`src/rtl/alu_seq.sv`:
```
// alu_seq - handshaked, parameterised ALU placed between register-file read
// and write-back. Single-cycle ops finish at the acceptance edge. MUL, DIV
// and MOD with a non-zero operand2 are iterated one bit per clock.
//
// Ports:
//   clk, rst_n            clock (rising edge), asynchronous active-low reset
//   in_valid / in_ready   operand handshake; in_ready is high only in IDLE
//   alu_sel               8-bit opcode
//   operand1, operand2    WIDTH-bit sources, captured at acceptance
//   out_valid / out_ready result handshake; outputs are held while stalled
//   result, result_hi     low result; MUL high half / DIV-MOD companion
//   flags                 {illegal, divzero, parity, overflow, negative, carry, zero}
`timescale 1ns/1ps
module alu_seq #(
    parameter int WIDTH = 8
) (
    input  logic             clk,
    input  logic             rst_n,
    input  logic             in_valid,
    output logic             in_ready,
    input  logic [7:0]       alu_sel,
    input  logic [WIDTH-1:0] operand1,
    input  logic [WIDTH-1:0] operand2,
    output logic             out_valid,
    input  logic             out_ready,
    output logic [WIDTH-1:0] result,
    output logic [WIDTH-1:0] result_hi,
    output logic [6:0]       flags
);
    localparam logic [7:0] OP_ADD  = 8'h01, OP_SUB  = 8'h02, OP_MUL  = 8'h03;
    localparam logic [7:0] OP_DIV  = 8'h04, OP_INC  = 8'h05, OP_DEC  = 8'h06;
    localparam logic [7:0] OP_MOD  = 8'h07, OP_SHL  = 8'h08, OP_SHR  = 8'h09;
    localparam logic [7:0] OP_AND  = 8'h0A, OP_NAND = 8'h0B, OP_NOR  = 8'h0D;
    localparam logic [7:0] OP_OR   = 8'h0F, OP_XNOR = 8'h10, OP_XOR  = 8'h11;
    localparam logic [7:0] OP_ROL  = 8'h12, OP_ROR  = 8'h13;
    localparam int MSB = WIDTH - 1;
    localparam int CW  = $clog2(WIDTH);
    localparam logic [CW-1:0] LAST = CW'(WIDTH - 1);

    typedef enum logic [1:0] {S_IDLE, S_BUSY, S_DONE} state_t;

    state_t             r_state, w_nextState;
    logic [7:0]         r_op;
    logic [WIDTH-1:0]   r_operand;      // multiplicand for MUL, divisor for DIV/MOD
    logic [2*WIDTH-1:0] r_acc;          // {high half / remainder, multiplier / dividend}
    logic [CW-1:0]      r_cnt;
    logic [WIDTH-1:0]   r_result, r_resultHi;
    logic [6:0]         r_flags;

    logic               w_accept, w_iterative, w_isMul;
    logic [WIDTH:0]     w_sum;
    logic               w_carry, w_ovf, w_illegal, w_divzero;
    logic [WIDTH-1:0]   w_scRes, w_scHi;
    logic [6:0]         w_scFlags;
    logic [WIDTH:0]     w_mulSum, w_remShift, w_trial;
    logic [2*WIDTH-1:0] w_accNext;
    logic [WIDTH-1:0]   w_itRes, w_itHi;
    logic [6:0]         w_itFlags;

    assign w_accept    = in_valid && in_ready;
    assign w_isMul     = (alu_sel == OP_MUL);
    // Division by zero and MUL by zero are resolved in the single-cycle path.
    assign w_iterative = (w_isMul || alu_sel == OP_DIV || alu_sel == OP_MOD) && (operand2 != '0);

    // Results for every op that completes at the acceptance edge, including
    // MUL by zero, DIV/MOD by zero and illegal opcodes.
    always_comb begin
        w_sum     = '0;
        w_scRes   = '0;
        w_scHi    = '0;
        w_carry   = 1'b0;
        w_ovf     = 1'b0;
        w_illegal = 1'b0;
        w_divzero = 1'b0;
        case (alu_sel)
            OP_ADD: begin
                w_sum   = {1'b0, operand1} + {1'b0, operand2};
                w_scRes = w_sum[MSB:0];
                w_carry = w_sum[WIDTH];
                w_ovf   = (operand1[MSB] == operand2[MSB]) && (w_scRes[MSB] != operand1[MSB]);
            end
            OP_SUB: begin
                w_sum   = {1'b0, operand1} - {1'b0, operand2};
                w_scRes = w_sum[MSB:0];
                w_carry = w_sum[WIDTH];
                w_ovf   = (operand1[MSB] != operand2[MSB]) && (w_scRes[MSB] != operand1[MSB]);
            end
            OP_MUL: w_scRes = '0;
            OP_DIV, OP_MOD: begin
                w_scRes   = '1;
                w_scHi    = operand1;
                w_divzero = 1'b1;
            end
            OP_INC: begin
                w_scRes = operand1 + 1'b1;
                w_carry = &operand1;
                w_ovf   = !operand1[MSB] && w_scRes[MSB];
            end
            OP_DEC: begin
                w_scRes = operand1 - 1'b1;
                w_carry = (operand1 == '0);
                w_ovf   = operand1[MSB] && !w_scRes[MSB];
            end
            OP_SHL: begin
                w_scRes = {operand1[MSB-1:0], 1'b0};
                w_carry = operand1[MSB];
            end
            OP_SHR: begin
                w_scRes = {1'b0, operand1[MSB:1]};
                w_carry = operand1[0];
            end
            OP_AND:  w_scRes = operand1 & operand2;
            OP_NAND: w_scRes = ~(operand1 & operand2);
            OP_NOR:  w_scRes = ~(operand1 | operand2);
            OP_OR:   w_scRes = operand1 | operand2;
            OP_XNOR: w_scRes = ~(operand1 ^ operand2);
            OP_XOR:  w_scRes = operand1 ^ operand2;
            OP_ROL: begin
                w_scRes = {operand1[MSB-1:0], operand1[MSB]};
                w_carry = operand1[MSB];
            end
            OP_ROR: begin
                w_scRes = {operand1[0], operand1[MSB:1]};
                w_carry = operand1[0];
            end
            default: w_illegal = 1'b1;
        endcase
        if (w_illegal)
            w_scFlags = 7'b100_0001;
        else
            w_scFlags = {1'b0, w_divzero, ~^w_scRes, w_ovf, w_scRes[MSB], w_carry, (w_scRes == '0)};
    end

    // One iteration step: shift-add multiply (shift right) or restoring
    // division (shift left, trial subtract, keep if non-negative).
    assign w_mulSum   = {1'b0, r_acc[2*WIDTH-1:WIDTH]} + (r_acc[0] ? {1'b0, r_operand} : '0);
    assign w_remShift = r_acc[2*WIDTH-1:WIDTH-1];
    assign w_trial    = w_remShift - {1'b0, r_operand};

    always_comb begin
        if (r_op == OP_MUL)
            w_accNext = {w_mulSum, r_acc[WIDTH-1:1]};
        else if (w_trial[WIDTH])
            w_accNext = {w_remShift[MSB:0], r_acc[WIDTH-2:0], 1'b0};
        else
            w_accNext = {w_trial[MSB:0], r_acc[WIDTH-2:0], 1'b1};
    end

    // The last iteration's outcome is registered directly, so the final
    // step and the transfer to DONE share one edge. MOD swaps the halves.
    always_comb begin
        if (r_op == OP_MOD) begin
            w_itRes = w_accNext[2*WIDTH-1:WIDTH];
            w_itHi  = w_accNext[MSB:0];
        end else begin
            w_itRes = w_accNext[MSB:0];
            w_itHi  = w_accNext[2*WIDTH-1:WIDTH];
        end
        w_itFlags = {2'b00, ~^w_itRes, 1'b0, w_itRes[MSB],
                     (r_op == OP_MUL) && (w_itHi != '0), (w_itRes == '0)};
    end

    always_comb begin
        w_nextState = r_state;
        case (r_state)
            S_IDLE: if (w_accept) w_nextState = w_iterative ? S_BUSY : S_DONE;
            S_BUSY: if (r_cnt == LAST) w_nextState = S_DONE;
            S_DONE: if (out_ready) w_nextState = S_IDLE;
            default: w_nextState = S_IDLE;
        endcase
    end

    always_ff @(posedge clk or negedge rst_n) begin
        if (!rst_n)
            r_state <= S_IDLE;
        else
            r_state <= w_nextState;
    end

    // Operand capture, iteration and result registers.
    always_ff @(posedge clk or negedge rst_n) begin
        if (!rst_n) begin
            r_op       <= '0;
            r_operand  <= '0;
            r_acc      <= '0;
            r_cnt      <= '0;
            r_result   <= '0;
            r_resultHi <= '0;
            r_flags    <= '0;
        end else begin
            case (r_state)
                S_IDLE: begin
                    if (w_accept) begin
                        r_op      <= alu_sel;
                        r_operand <= w_isMul ? operand1 : operand2;
                        r_acc     <= {{WIDTH{1'b0}}, (w_isMul ? operand2 : operand1)};
                        r_cnt     <= '0;
                        if (!w_iterative) begin
                            r_result   <= w_scRes;
                            r_resultHi <= w_scHi;
                            r_flags    <= w_scFlags;
                        end
                    end
                end
                S_BUSY: begin
                    r_acc <= w_accNext;
                    r_cnt <= r_cnt + 1'b1;
                    if (r_cnt == LAST) begin
                        r_result   <= w_itRes;
                        r_resultHi <= w_itHi;
                        r_flags    <= w_itFlags;
                    end
                end
                default: ;
            endcase
        end
    end

    assign in_ready  = (r_state == S_IDLE) && rst_n;
    assign out_valid = (r_state == S_DONE);
    assign result    = r_result;
    assign result_hi = r_resultHi;
    assign flags     = r_flags;
endmodule

```
`config.mk`:
```
export PLATFORM = sky130hd
export DESIGN_NAME = alu_seq
export DESIGN_NICKNAME = d
export VERILOG_FILES = /design/src/rtl/alu_seq.sv
export SDC_FILE = /design/constraint.sdc
export NUM_CORES = 1
export LEC_CHECK = 0
export BUFFER_PORTS_ARGS = -buffer_cell sky130_fd_sc_hd__buf_2
export CELL_PAD_IN_SITES_DETAIL_PLACEMENT = 0
export CELL_PAD_IN_SITES_GLOBAL_PLACEMENT = 2
export CORE_MARGIN = 5
export CORE_UTILIZATION = 34
export CTS_BUF_LIST = sky130_fd_sc_hd__clkbuf_8
export CTS_CLUSTER_DIAMETER = 50
export DETAILED_ROUTE_END_ITERATION = 7
export GPL_ROUTABILITY_DRIVEN = 0
export GPL_TIMING_DRIVEN = 1
export PLACE_DENSITY = 0.85
export SETUP_SLACK_MARGIN = 0.5
export SLEW_MARGIN = 15
export SYNTH_ARGS = -nofsm -noshare
export SYNTH_HDL_FRONTEND = slang
export SYNTH_SLANG_ARGS = --single-unit
export TNS_END_PERCENT = 30
```
`constraint.sdc`:
```
create_clock -name clk -period 3.2 [get_ports clk]
set_input_delay 0.64 -clock clk [delete_from_list [all_inputs] [get_ports clk]]
set_output_delay 0.64 -clock clk [all_outputs]
set_load 0.01 [all_outputs]
```
==> results of run 1 <==
sequential cells by signal, indices dropped and copies added (netlist names):
signal,count
r_acc,16
r_op,8
r_operand,8
result,8
result_hi,8
flags,7
r_cnt,3
r_state,2
worst min path at each step:
| stage | from | endpoint | slack (ps) | cells after the start |
|---|---|---|---|---|
| 3_5_place_dp | flags[2] | flags[2] | 460 | 1 |
| 4_1_cts | out_ready | r_state[1] | 420 | 2 |
| 2_1_floorplan | rst_n | flags[0] | 340 | 0 |
| 6_report | out_ready | r_state[1] | 440 | 2 |
| 3_3_place_gp | result_hi[4] | result_hi[4] | 450 | 2 |
| 5_1_grt | out_ready | r_state[1] | 420 | 2 |
kinds of logic after synthesis:
logic type / count (synthesis)
compound gates: 268
xor+xnor: 27
fa+ha+maj: 59
buf+inv: 96
flops: 60
mux: 35
simple gates: 273
routing by layer:
layer	global-route usage [%]	routed length [um]	vias up
li1	-	-	3440
met1	30.0	10800	3439
met2	36.2	11300	303
met3	3.98	1660	40
met4	6.57	597	0
met5	0	0	-
where the power goes:
group / switching, mW / internal [mW] / leakage, nW
clock network: 0.329 / 0.293 / 0.0907
logic: 0.876 / 0.818 / 3.19
registers: 0.139 / 0.897 / 0.765
per-stage QoR:
| step | util [%] | power, mW | setup slack (ps) | TNS (ps) |
|---|---|---|---|---|
| CTS | 46.9 | 3.24 | -235 | -235 |
| global route | 47.6 | 3.55 | -371 | -371 |
| global placement | 44.2 | 2.46 | -404 | -774 |
| finish | 47.6 | 3.35 | -247 | -247 |
| floorplan | - | 1.82 | -41.8 | -41.8 |
| detailed placement | 44.2 | 2.47 | -471 | -873 |
worst max-delay path, stage by stage, from the launching register on:
cell     delay [ps]
dfrtp_1         390
inv_2            90
ha_4            150
inv_2            40
fa_2            360
a21oi_4         180
o22ai_4         110
mux2i_4         240
nor2_4          140
nand3_1         110
or3_4           440
o21a_1          120
ha_1            340
xnor2_2         150
xnor2_1         200
nor2_1           70
a31oi_1         140
o21ai_0          80
final cells by class:
cell class	count	area share, %
clock buffers	10	1.55
clock inverters	6	0.366
inverters	40	1.75
multi-input cells	662	54.7
flip-flops and latches	60	16.9
well taps	234	3.30
repair buffers	265	21.4
cell usage after synthesis, drive strengths merged, types with 4 or more instances:
library cell / n
a211oi: 12
a21o: 9
a21oi: 57
a221o: 4
a221oi: 6
a22oi: 7
a31oi: 9
and2: 14
buf: 20
clkbuf: 36
dfrtp: 60
fa: 4
ha: 55
inv: 40
mux2: 11
mux2i: 22
nand2: 84
nand2b: 6
nand3: 35
nor2: 70
nor2b: 8
nor3: 13
nor3b: 5
nor4: 11
o211ai: 7
o21a: 8
o21ai: 76
o21bai: 7
o221ai: 16
o22ai: 7
o31a: 5
o31ai: 4
or3: 8
or4: 6
xnor2: 16
xor2: 11
repair_timing:
action	4_1_cts	5_1_grt
cloned	0	0
setup endpoints to repair	23	33
pin swaps	23	19
hold endpoints to repair	0	0
resized for setup	38	35
setup buffers	21	1
==> results by group, run 1 <==
Placed design
  – Placement Cell Area: 0.00824 mm^2
  – DP HPWL: between 15 and 20 mm
  – Port Buf Inserts: 52
  – Cell total after placement: 1239

Finish
  – Commonest non-fill, non-tap cells in the layout: 208 x buf_4, 82 x nand2_1, 67 x nor2_1
  – Area grow syn2layout: 38.8%
  – Fin nets: 1125
  – Share of cells above drive strength 1: between 30% and 40%
  – Reg area: 0.00150 mm^2
  – Fillers: roughly 1900
  – Finished Cell Area: approximately 0.0089 mm^2
  – Area of the multi-input gates: around 0.0049 mm^2
  – Non-filler cells, final: 1277
  – Antenna diodes: 0
  – Commonest non-fill, non-tap cell in the layout: buf_4

Setup path
  – Register-to-Register Path Depth: 17
  – Crit. Startpoint: r_acc[7]
  – Data arrival time of the worst path: 3700 ps
  – CP max FO: 5
  – Worst r2r dst: flags[4]
  – CP required: around 3500 ps
  – Critical Path End: flags[4]
  – Critical Path Start Type: flop
  – Crit Path Class: reg2reg
  – FF-to-FF setup slack: -250 ps
  – Crit path capture type: flop
  – Reg-to-Reg Start: r_acc[7]

Timing
  – Fin crit period: approximately 3400 ps
  – Hold slack: 441 ps
  – Slew @ Worst Pin: just under 800 ps
  – F_max: 290 MHz
  – Hold Fails Final Rpt: 0
  – Relative slew slack: between 40% and 50%
  – Final worst slack: -247 ps
  – Unrepaired setup endpoints after global routing: true
  – Tcrit/Tclk final: 108%
  – # setup viols final: 1
  – Skew final: just under 10 ps
  – Pins over their slew limit: 0

Global routing
  – Number of global-route vias before repair: a little under 7000
  – Gr ovfl total: 0
  – Initial antenna violation count: 0
  – Largest net degree at the start of global routing: between 60 and 70
  – Global-route wire length before repair: 38.4 mm
  – Gr usage total: 22.2%

Synth
  – Async SR Flop Fraction: 100%
  – Average cell area after synthesis: 7.82 um^2
  – Synth area leaders: dfrtp_1 23%, ha_1 11%, o21ai_0 5.9%
  – Post-synthesis xor/xnor area fraction: ~3.7%
  – Post-synth top area share: between 20% and 30%
  – Largest family of logic cells by synthesized area: compound AO/OA/AOI/OAI gates
  – Main flop type after synthesis: dfrtp_1
  – Synth Warn #: 0
  – Net count after synthesis: 905
  – Sequential share of the synthesized area: between 20% and 30%
  – Compound-Gate Fraction of Synth Area: 27.7%
  – Area of the mapped netlist: 0.00639 mm^2
  – Synthesized instance count: a little over 800
  – Yosys top cell by area: dfrtp_1
  – Synth Area in Simple Gates: approximately a fifth
  – Yosys cell types: between 70 and 80
  – Adder-Cell Fraction of Synth Area: roughly 12%
  – Number of flops mapped to enable cells by yosys: 0
  – Seq cells post-synth: 60
  – Mux share of post-synthesis cell area: 6.08%

Clocking
  – Root buffer cell: clkbuf_8
  – CTS tree: built
  – Clock Pin Slew Worst Setup and Hold Paths: about 80 ps
  – CTS H-tree lvls: 3
  – Clock sink total: 60
  – Hold buffer count at CTS: 0
  – Clock Path Buffers: 2
  – Total clock buffers created by CTS: 9
  – Worst skew pair latency: 370 ps

Floorplan
  – Die ar.: between 0.02 and 0.025 mm^2
  – Initial Util: approximately 34%
  – Die X: between 100 and 150 um
  – Top Ports: 53
  – DIE HEIGHT: ~150 um
  – Core area: 0.0186 mm^2
  – Rows: 50

Run status
  – Violated checks: negative setup slack
  – Status: complete, but fails checks

Pwr
  – VDD IR max: approximately 0.17 mV
  – Pwr Density: about 380 mW/mm^2
  – P_leak: slightly above 4 nW

Route
  – Final wirelength: 24.3 mm
  – ANT nets after route: 0
  – Via/cell ratio: 5.66
  – First-pass DRT Iterations: 5
  – Starting DRT DRC Count: approximately 810
  – Routed len/inst: roughly 19 um
  – Vias: 7222
  – # DRC: 0

Worst hold path
  – HP Class: in2reg

Run
  – Max Cap Violations: 0
Note: power is estimated with default switching activity, not from simulation.
==> run 2: changes to the inputs <==
CORE_UTILIZATION = 40   (was 34)
PLACE_DENSITY = 0.93   (was 0.85)
clock period = 4.4 ns   (was 3.2 ns; I/O delays follow)
==> results by group, run 2 (same netlist as run 1, synthesis figures left out) <==
Timing
  – Pins over their slew limit: 0
  – Slew @ Worst Pin: 870 ps
  – Relative slew slack: between 40% and 50%
  – Skew final: about 7.3 ps
  – Fin crit period: 3750 ps
  – Hold Fails Final Rpt: 0
  – TNS Setup: 0 ps
  – F_max: approximately 270 MHz
  – Final worst slack: around 650 ps
  – Unrepaired setup endpoints after global routing: false
  – # setup viols final: 0
  – Tcrit/Tclk final: a little under nine tenths

Finish
  – Non-filler cells, final: 1077
  – Reg area: between 0.0015 and 0.002 mm^2
  – Largest register FFs: 16
  – Fin nets: around 940
  – Fillers: about 1600
  – Commonest non-fill, non-tap cell in the layout: nand2_1
  – Antenna diodes: 0
  – Finished Cell Area: between 0.007 and 0.008 mm^2
  – Area grow syn2layout: 12.2%
  – Area of the multi-input gates: between 0.004 and 0.005 mm^2
  – Final Util: between 40% and 50%
  – Share of cells above drive strength 1: approximately 16%
  – Commonest non-fill, non-tap cells in the layout: 84 x nand2_1, 75 x o21ai_0, 67 x nor2_1
  – Biggest register: r_acc

Route
  – ANT nets after route: 0
  – Final wirelength: roughly 23 mm
  – Vias: 6627
  – Via/cell ratio: 6.15
  – Starting DRT DRC Count: about 870
  – First-pass DRT Iterations: 5
  – # DRC: 0
  – Routed len/inst: 20.9 um

Pwr
  – Cell Int Power: 1.22 mW
  – Seq pwr share: about 36%
  – VDD IR max: about 0.12 mV
  – Clock Power Share: between 20% and 30%
  – Switching portion of total power: roughly two fifths
  – Comb pwr share: 41.9%
  – Pwr Density: about 290 mW/mm^2
  – P_leak: ~3.1 nW
  – Net Sw Power: about 0.88 mW

Setup path
  – Crit-path cells: buf_2, inv_1, ha_1, or4_1, nand2_1, nor2_1, a221o_1, a211oi_4, ha_1, xor2_1, xnor2_1, a31oi_1, o21ai_0
  – Crit. Startpoint: operand1[2]
  – Crit path capture type: flop
  – Top cell by count, worst path: ha_1
  – Reg-to-Reg Start: r_acc[7]
  – Critical path's largest stage delay: between 500 and 600 ps
  – Data arrival time of the worst path: 4030 ps
  – Slowest CP cell: or4_1
  – CP required: about 4700 ps
  – Crit Path Class: in2reg
  – Largest delay contributor family on the critical path: compound AO/OA/AOI/OAI gates
  – CP max FO: 16
  – Critical Path Start Type: input pin
  – CP bufs+invs: 2

Clocking
  – Worst skew pair latency: 360 ps
  – Total clock buffers created by CTS: 9
  – Clock sink total: 60
  – Clock Path Buffers: 2
  – Root buffer cell: clkbuf_8
  – Post-CTS setup buffers: 0
  – Clock Pin Slew Worst Setup and Hold Paths: 80 ps
  – Hold buffer count at CTS: 0
  – CTS tree: built
  – Post-CTS Resized: 0
  – CTS H-tree lvls: 3

Worst hold path
  – HP Start: result_hi[4]
  – HP Class: reg2reg

Floorplan
  – Rows: 46
  – Die ar.: about 0.019 mm^2
  – Top Ports: 53
  – DIE HEIGHT: 136 um
  – Die X: 136 um
  – Initial Util: 40.6%
  – Core area: 0.0158 mm^2

Placed design
  – Port Buf Inserts: 52
  – DP HPWL: about 17 mm
  – Cell total after placement: ~1100
  – Placement Cell Area: 0.00693 mm^2
  – Setup Slack @ Placement: 125 ps

Global routing
  – Number of global-route vias before repair: between 6000 and 7000
  – Initial antenna violation count: 0
  – Gr usage total: 24.1%
  – Largest net degree at the start of global routing: slightly above 60
  – Gr ovfl total: 0
  – Global-route wire length before repair: between 30 and 40 mm

Run
  – Max Cap Violations: 0

Run status
  – Status: finished, final reports clean
==> run 2: cell count changes in the layout (fill, tap and decap cells not counted), sizes merged <==
cell    previous run  this run
clkinv             2         3
buf              265        82
==> run 2: power by group through the flow <==
stage	Combinational, mW	Clock (mW)	Sequential, mW
2_1_floorplan	0.565	0	0.743
3_3_place_gp	0.822	0	0.763
3_5_place_dp	0.839	0	0.768
4_1_cts	0.844	0.468	0.757
5_1_grt	0.961	0.494	0.774
6_report	0.879	0.460	0.760
==> run 2: cell type report <==
class	count	share of cell area (%)
well taps	216	3.77
inverters	40	2.09
clock buffers	9	1.73
flip-flops and latches	60	20.9
clock inverters	7	0.715
repair buffers	83	6.91
multi-input cells	662	63.9
==> run 2: stage by stage <==
stage | power [mW] | hold WS (ps)
finish | 2.10 | 468
floorplan | 1.31 | 463
detailed placement | 1.61 | 452
CTS | 2.07 | 469
global route | 2.23 | 507
global placement | 1.58 | 450
==> run 2: worst min-delay path, stage by stage (launching register included) <==
cell     delay, ps
dfrtp_1        340
nand2_1         50
nand2_1         50
==> run 2: layer usage <==
layer	up-vias	GRT usage (%)	routed length [um]
met2	360	39.3	10700
met4	0	7.39	466
met3	33	3.63	1700
li1	3078	-	-
met5	-	0	0
met1	3156	32.9	9660
==> run 2: path summary, 6_finish.rpt <==
kind                       cells past startpoint      endpoint  slack, ps
max                                           13      flags[4]        650
min                                            2  result_hi[4]        470
max reg2reg                                   18      flags[4]        720
min reg2reg                                    2  result_hi[4]        470
max in group asynchronous                      2      r_acc[2]       3070
min in group asynchronous                      2  r_operand[2]        780
